File: src/rtl/barrel_rotator_arbiter.sv
// Round-robin arbiter that shares one right-rotator among several valid/ready requesters.
// The rotated word is registered and returned on one response channel, tagged with the requester index.

module barrel_rotator_right #(
  parameter int WIDTH      = 8,
  parameter int WIDTH_LOG2 = $clog2(WIDTH)
) (
  input  logic [WIDTH-1:0]      data,
  input  logic [WIDTH_LOG2-1:0] rotation,
  output logic [WIDTH-1:0]      result
);

  logic [WIDTH-1:0]   stage;
  logic [2*WIDTH-1:0] wide;
  int unsigned        step_amount;

  // Stage k rotates by 2^k mod WIDTH, so non-power-of-two widths stay correct.
  always_comb begin
    stage       = data;
    wide        = '0;
    step_amount = 0;
    for (int unsigned k = 0; k < WIDTH_LOG2; k++) begin
      step_amount = (32'd1 << k) % WIDTH;
      wide        = {stage, stage} >> step_amount;
      if (rotation[k]) begin
        stage = wide[WIDTH-1:0];
      end
    end
    result = stage;
  end

endmodule

module barrel_rotator_arbiter #(
  parameter int WIDTH           = 8,
  parameter int WIDTH_LOG2      = $clog2(WIDTH),
  parameter int REQUESTERS      = 4,
  parameter int REQUESTERS_LOG2 = $clog2(REQUESTERS)
) (
  input  logic                             clock,
  input  logic                             reset,
  input  logic [REQUESTERS-1:0]            request_valid,
  output logic [REQUESTERS-1:0]            request_ready,
  input  logic [REQUESTERS*WIDTH-1:0]      request_data,
  input  logic [REQUESTERS*WIDTH_LOG2-1:0] request_rotation,
  output logic                             response_valid,
  input  logic                             response_ready,
  output logic [WIDTH-1:0]                 response_data,
  output logic [REQUESTERS_LOG2-1:0]       response_index
);

  logic [REQUESTERS_LOG2-1:0] pointer;
  logic [REQUESTERS_LOG2-1:0] pointer_next;
  logic [REQUESTERS_LOG2-1:0] grant_index;
  logic [REQUESTERS_LOG2-1:0] probe;
  logic                       grant_found;
  logic                       grant_any;
  logic                       slot_free;
  logic [WIDTH-1:0]           sel_data;
  logic [WIDTH_LOG2-1:0]      sel_rotation;
  logic [WIDTH_LOG2-1:0]      rotation_mod;
  logic [WIDTH-1:0]           rotated;

  assign slot_free = !response_valid || response_ready;

  // Search upward from the pointer, wrapping at REQUESTERS-1 back to 0.
  always_comb begin
    grant_found = 1'b0;
    grant_index = '0;
    probe       = '0;
    for (int unsigned off = 0; off < REQUESTERS; off++) begin
      probe = REQUESTERS_LOG2'((32'(pointer) + off) % REQUESTERS);
      if (!grant_found && request_valid[probe]) begin
        grant_found = 1'b1;
        grant_index = probe;
      end
    end
    grant_any = grant_found && slot_free;
  end

  always_comb begin
    request_ready = '0;
    if (grant_any) begin
      request_ready[grant_index] = 1'b1;
    end
  end

  always_comb begin
    sel_data     = '0;
    sel_rotation = '0;
    for (int unsigned i = 0; i < REQUESTERS; i++) begin
      if (grant_index == REQUESTERS_LOG2'(i)) begin
        sel_data     = request_data[i*WIDTH +: WIDTH];
        sel_rotation = request_rotation[i*WIDTH_LOG2 +: WIDTH_LOG2];
      end
    end
  end

  assign rotation_mod = WIDTH_LOG2'(32'(sel_rotation) % WIDTH);

  assign pointer_next = (grant_index == REQUESTERS_LOG2'(REQUESTERS - 1)) ? '0
                                                                          : grant_index + 1'b1;

  barrel_rotator_right #(
    .WIDTH      (WIDTH),
    .WIDTH_LOG2 (WIDTH_LOG2)
  ) u_rotator (
    .data     (sel_data),
    .rotation (rotation_mod),
    .result   (rotated)
  );

  always_ff @(posedge clock or posedge reset) begin
    if (reset) begin
      response_valid <= 1'b0;
      response_data  <= '0;
      response_index <= '0;
      pointer        <= '0;
    end else if (grant_any) begin
      response_valid <= 1'b1;
      response_data  <= rotated;
      response_index <= grant_index;
      pointer        <= pointer_next;
    end else if (response_ready) begin
      response_valid <= 1'b0;
    end
  end

endmodule

File: config.mk
export PLATFORM = sky130hd
export DESIGN_NAME = barrel_rotator_arbiter
export DESIGN_NICKNAME = d
export VERILOG_FILES = /design/src/rtl/barrel_rotator_arbiter.sv
export SDC_FILE = /design/constraint.sdc
export NUM_CORES = 1
export LEC_CHECK = 0
export ABC_AREA = 1
export ABC_CLOCK_PERIOD_IN_PS = 7400
export CAP_MARGIN = 15
export CORE_UTILIZATION = 47
export CTS_CLUSTER_SIZE = 20
export DETAILED_ROUTE_END_ITERATION = 8
export HOLD_SLACK_MARGIN = 0.05
export PLACE_DENSITY_LB_ADDON = 0.2
export SYNTH_ARGS = -nofsm -noshare
export SYNTH_HDL_FRONTEND = slang
export SYNTH_SLANG_ARGS = --single-unit
File: constraint.sdc
create_clock -name clock -period 7.4 [get_ports clock]
set_clock_uncertainty 0.15 [all_clocks]
set_input_delay 1.85 -clock clock [delete_from_list [all_inputs] [get_ports clock]]
set_output_delay 1.85 -clock clock [all_outputs]
set_load 0.05 [all_outputs]
# Word-level counts from Yosys, hierarchy flattened
# Cells that the tools add are included.
[totals]
ff_bits = 13
inputBits = 51
out_inout_bits = 15
wordCells = 62
[op_classes]
add_sub_neg = 4
n_lt_le_gt_ge = 6
n_eq_ne = 3
n_mux = 33
reduce_logical = 12
[ops]
columns = ["op", "count"]
rows = [
  ["2-to-1 mux 8 bit", 7],
  ["< comparator 2 x 3 -> 1 bit (second input constant)", 5],
  ["2-to-1 mux 3 bit", 4],
  ["2-to-1 mux 1 bit", 11],
  ["2-to-1 mux 2 bit", 5],
  ["binary-select mux 1 bit (select 2 bit)", 4],
  ["logical AND 1 bit", 5],
  ["adder 2 x 1 -> 2 bit (second input constant)", 2],
  ["adder 2 bit (second input constant)", 2],
  ["== test 2 bit (second input constant)", 2],
  ["logical NOT 1 bit", 4],
  ["2-to-1 mux 4 bit", 1],
  ["demux 1 bit (select 2 bit)", 1],
  ["== test 2 x 1 -> 1 bit (second input constant)", 1],
  [">= comparator 2 x 1 -> 1 bit (second input constant)", 1],
  ["logical NOT 2 bit", 1],
  ["nonzero test 2 bit", 1],
  ["logical OR 1 bit", 1],
]

# Depth between registers and ports, before layout
[logic_depth]
ltp_word = 20
ltp_mapped = 23
mapped_depth_nobuf = 23

# Modules after synthesis
# A second synthesis with hierarchy kept.
[unflattened]
cells_unflattened = 260
area_unflattened_um2 = 1515.2
[modules_own_cells]
columns = ["mod", "n_inst", "cells_each", "area_each_um2", "seq_area_each_um2"]
rows = [
  ["barrel_rotator_arbiter", 1, 198, 1178.6, 325.3],
  ["barrel_rotator_right", 1, 62, 336.6, 0.0],
]

# Least setup slack after synthesis
# OpenSTA, ideal clock, no wires.
[synth_timing]
kind = "input to output"
start = "input port request_valid[3]"
end = "output port request_ready[1]"
arrival_time_ps = 3809
required_time_ps = 5400
slack_ps = 1591
path_stages = 15
path_buffers = 1
cell_sequence = "inv_2 nand2_1 o21ai_1 nor2_1 a21oi_2 inv_1 nand2_1 nand2_1 nand2_1 nand3_1 inv_1 ha_1 inv_2 buf_2 nor2_1"
[synth_via]
elab_chain_cells = 17
word_cells_on_any_way = 29
classes_between = "2 x order compare; 19 x mux; 8 x reduce/logical"
[synth_lines]
columns = ["item", "line_no", "rtl"]
rows = [
  ["from (decl)", "42", "input logic [REQUESTERS-1:0] request_valid,"],
  ["binary-select mux 1 bit (select 2 bit)", "73", "if (!grant_found && request_valid[probe]) begin"],
  ["2-to-1 mux 1 bit (implied by the code)", "73", ""],
  ["2-to-1 mux 1 bit", "73", ""],
  ["logical NOT 1 bit", "73", ""],
  ["logical AND 1 bit", "73", ""],
  ["2-to-1 mux 1 bit", "73", ""],
  ["logical NOT 1 bit", "73", ""],
  ["logical AND 1 bit", "73", ""],
  ["[... 2 more ...]", "-", ""],
  ["logical AND 1 bit", "73", ""],
  ["2-to-1 mux 2 bit (*)", "73", ""],
  ["net grant_index[0]", "54", "logic [REQUESTERS_LOG2-1:0] grant_index;"],
  ["< comparator 2 x 3 -> 1 bit (implied by the code) / >= comparator 2 x 1 -> 1 bit (equally long branches)", "84", "request_ready[grant_index] = 1'b1;"],
  ["logical AND 1 bit (implied by the code)", "84", ""],
  ["2-to-1 mux 1 bit (implied by the code)", "84", ""],
  ["demux 1 bit (select 2 bit) (*)", "84", ""],
  ["2-to-1 mux 4 bit (*)", "83", "if (grant_any) begin"],
  ["to (decl)", "43", "output logic [REQUESTERS-1:0] request_ready,"],
]
# The timed path passes the listed nets; every way through them passes the cells marked *. The select of a mux whose other input is x is not followed.

# Worst setup path after layout
[layout_timing]
start = "input port request_valid[3]"
end = "output port request_ready[2]"
# Same word-level chain as after synthesis.

==> run_results.csv <==
group,metric,value,unit
sta,max_freq,146.0,MHz
drt,antenna_left,0,
global_route,grt_max_degree,20,
layout,n_antenna_cell,0,
worst_hold_path,hold_path.class,"reg2reg",
floorplanning,die-area,3653,µm²
drt,first_pass_iters,4,
drt,post_drt_via_cell_ratio,4.994,
layout,syn2layout_area_growth,40.76,%
drt,drc,0,
sta,hold_viol_final,0,
drt,drt-total-wl,4251,µm
placement,pre_cts_ws,0.5654,ns
placement,placed_cell_area,2233,µm²
setup_path,cp_max_fo,12,
setup_path,r2r_start,"pointer[0]",
worst_hold_path,whs_path_depth,2,
layout,drive_gt1_frac,0.1384,
synthesis,yosys_register_bits,13,
sta,relSlewSlack,0.5772,
worst_hold_path,hp-start,"response_data[3]",
synthesis,synth_area_per_cell,6.198,µm²
setup_path,cp_cell_sequence,"clkdlybuf4s50_1 > inv_2 > nand2_1 > o21ai_1 > inv_1 > nand2_1 > nand2_2 > nor2_4 > nand3b_1 > nand3_1 > nand2_1 > inv_1 > ha_1 > inv_2 > nor2_1 > clkdlybuf4s50_1",
placement,place_congestion,0.8789,
global_route,grt_overflow,0,
cts,cts_setup_buffers,0,
sta,setup_viol,0,
job,drv_cap,0,
sta,rsz0062_at_grt,"false",
synthesis,synth_area,1605,µm²
cts,cts_root_buf,"clkbuf_4",
setup_path,slowest_stage,"clkdlybuf4s50_1",
setup_path,slowest_delay,0.80,ns
cts,ctsLongestPathBuffers,2,
cts,path_clk_slew,0.07,ns
cts,numCtsBuffers,3,
floorplanning,io_pins,66,
setup_path,rrSetupSlack,3.79,ns
drt,num_vias,1808,
setup_path,required,5.40,ns
drt,wl_per_cell,11.74,µm
synthesis,ys_types,27,
sta,worstMarginPinSlew,0.6300,ns
cts,htree_levels,1,
layout,nFillCells,293,
drt,dr.first_iter.drc_count,136,
global_route,grt_pass1_vias,1585,
cts,cts_tree,"built",
global_route,grt_pass1_wl,6796,µm
floorplanning,rows,20,
sta,worst_slack,0.5508,ns
setup_path,critical_path.startpoint,"request_valid[3]",
cts,insertion_delay,0.26,ns
cts,ctsHoldBuffers,0,
setup_path,path_buf_inv,6,
setup_path,cp_data_arrival_time,4.85,ns
setup_path,endpoint_kind,"output port",
setup_path,path_common_cell,"nand2_1",
floorplanning,die_w,60.44,µm
worst_hold_path,hold_path_end,"response_data[3]",
global_route,grt_usage,0.2430,
layout,stdcell_area,2260,µm²
sta,period_minus_slack,6.849,ns
sta,drv_slew,0,
setup_path,startpoint_type,"input pin",
synthesis,synth_cells,259,
global_route,grt_antenna_before_repair,0,
outcome,run_status,"complete, no violations",
setup_path,critPathKind,"in2out",
cts,cts_resized,0,
placement,hpwl,3519,µm
layout,nets,374,
setup_path,r2r_cells,19,
floorplanning,die_h,60.44,µm
setup_path,cpLargestDelayFamily,"buffers and inverters",
synthesis,yosysWarnings,0,
setup_path,r2r_end,"response_data[4]",
placement,numPortBuffers,65,
sta,setup-tns-final,0,ns
cts,clkSinkCount,13,
sta,post-route-period-util,0.9256,
floorplanning,core_area,3153,µm²
synthesis,synth_sequential_area_ratio,0.2027,
floorplanning,start_util,0.5091,
synthesis,synth_fp_nets,314,
==> cell type report <==
class | count | area, µm² | area share
sequential | 13 | 325.3 | 0.1440
multi-input combinational | 205 | 1077 | 0.4767
timing repair buffer | 66 | 658.1 | 0.2913
tap | 44 | 55.05 | 0.02436
clock buffer | 4 | 26.28 | 0.01163
inverter | 30 | 117.6 | 0.05205
==> metrics by stage <==
step / std cells / util / hold WS (ns)
2_1_floorplan: 259 / - / 0.4959
5_1_grt: 362 / 0.7167 / 0.3736
3_3_place_gp: 358 / 0.7083 / 0.3248
6_report: 362 / 0.7167 / 0.3458
4_1_cts: 362 / 0.7167 / 0.3498
3_5_place_dp: 358 / 0.7083 / 0.3261
==> cell usage in the layout, fill, tap and decap left out, types with 2 or more instances in the layout <==
master,Yosys,routed
nand2_1,70,70
clkdlybuf4s50_1,0,65
nand3_1,47,47
nor2_1,25,25
inv_1,24,24
a21oi_1,19,19
dfrtp_1,13,13
nand2_2,12,12
nand3_2,9,9
inv_2,5,5
o21ai_2,5,5
o21ai_1,4,4
ha_1,4,4
clkbuf_4,0,3
a21oi_2,2,2
==> tightest hold or removal path: stages (launching register included) <==
cell and delay (ns):
dfrtp_1 0.34, nand2_1 0.07, nand2_2 0.06
==> worst max path at each step <==
stage	cells past startpoint	slack [ns]	endpoint
floorplan	15	1.59	request_ready[1]
global placement	16	0.67	request_ready[1]
detailed placement	16	0.57	request_ready[2]
CTS	16	0.56	request_ready[2]
global route	16	0.25	request_ready[1]
finish	16	0.55	request_ready[2]
==> routing by layer <==
metal,track usage,wire (µm),vias up
li1,-,-,953
met1,0.3188,1888,803
met2,0.4458,2152,48
met3,0.02772,187,4
met4,0.01948,22,0
met5,0,0,-
==> Yosys cell counts (all sizes together) <==
cell type	instances	area, µm²
a21oi	21	112.6
buf	11	85.07
ha	4	50.05
xor2	1	8.760
inv	30	117.6
nor2	27	111.4
nand3	57	342.8
nand3b	1	7.510
xnor2	1	16.27
nand2	83	357.8
o21ai	9	63.81
dfrtp	13	325.3
or2	1	6.260
==> kinds of logic after synthesis <==
logic type | after synthesis | share of synthesized area
buffers and inverters | 41 | 0.1263
XOR/XNOR | 2 | 0.01559
AND/OR/NAND/NOR | 169 | 0.5144
flip-flops | 13 | 0.2026
adder cells (fa/ha/maj) | 4 | 0.03118
AO/OA/AOI/OAI | 30 | 0.1099
==> flip-flops by register name (all words and copies together), names as in the netlist <==
| signal | flops |
|---|---|
| response_data | 8 |
| pointer | 2 |
| response_index | 2 |
| response_valid | 1 |
Power is left out: the tool's default activity adds up to more than one toggle a clock period on the data nets, which glitch-free logic cannot reach.
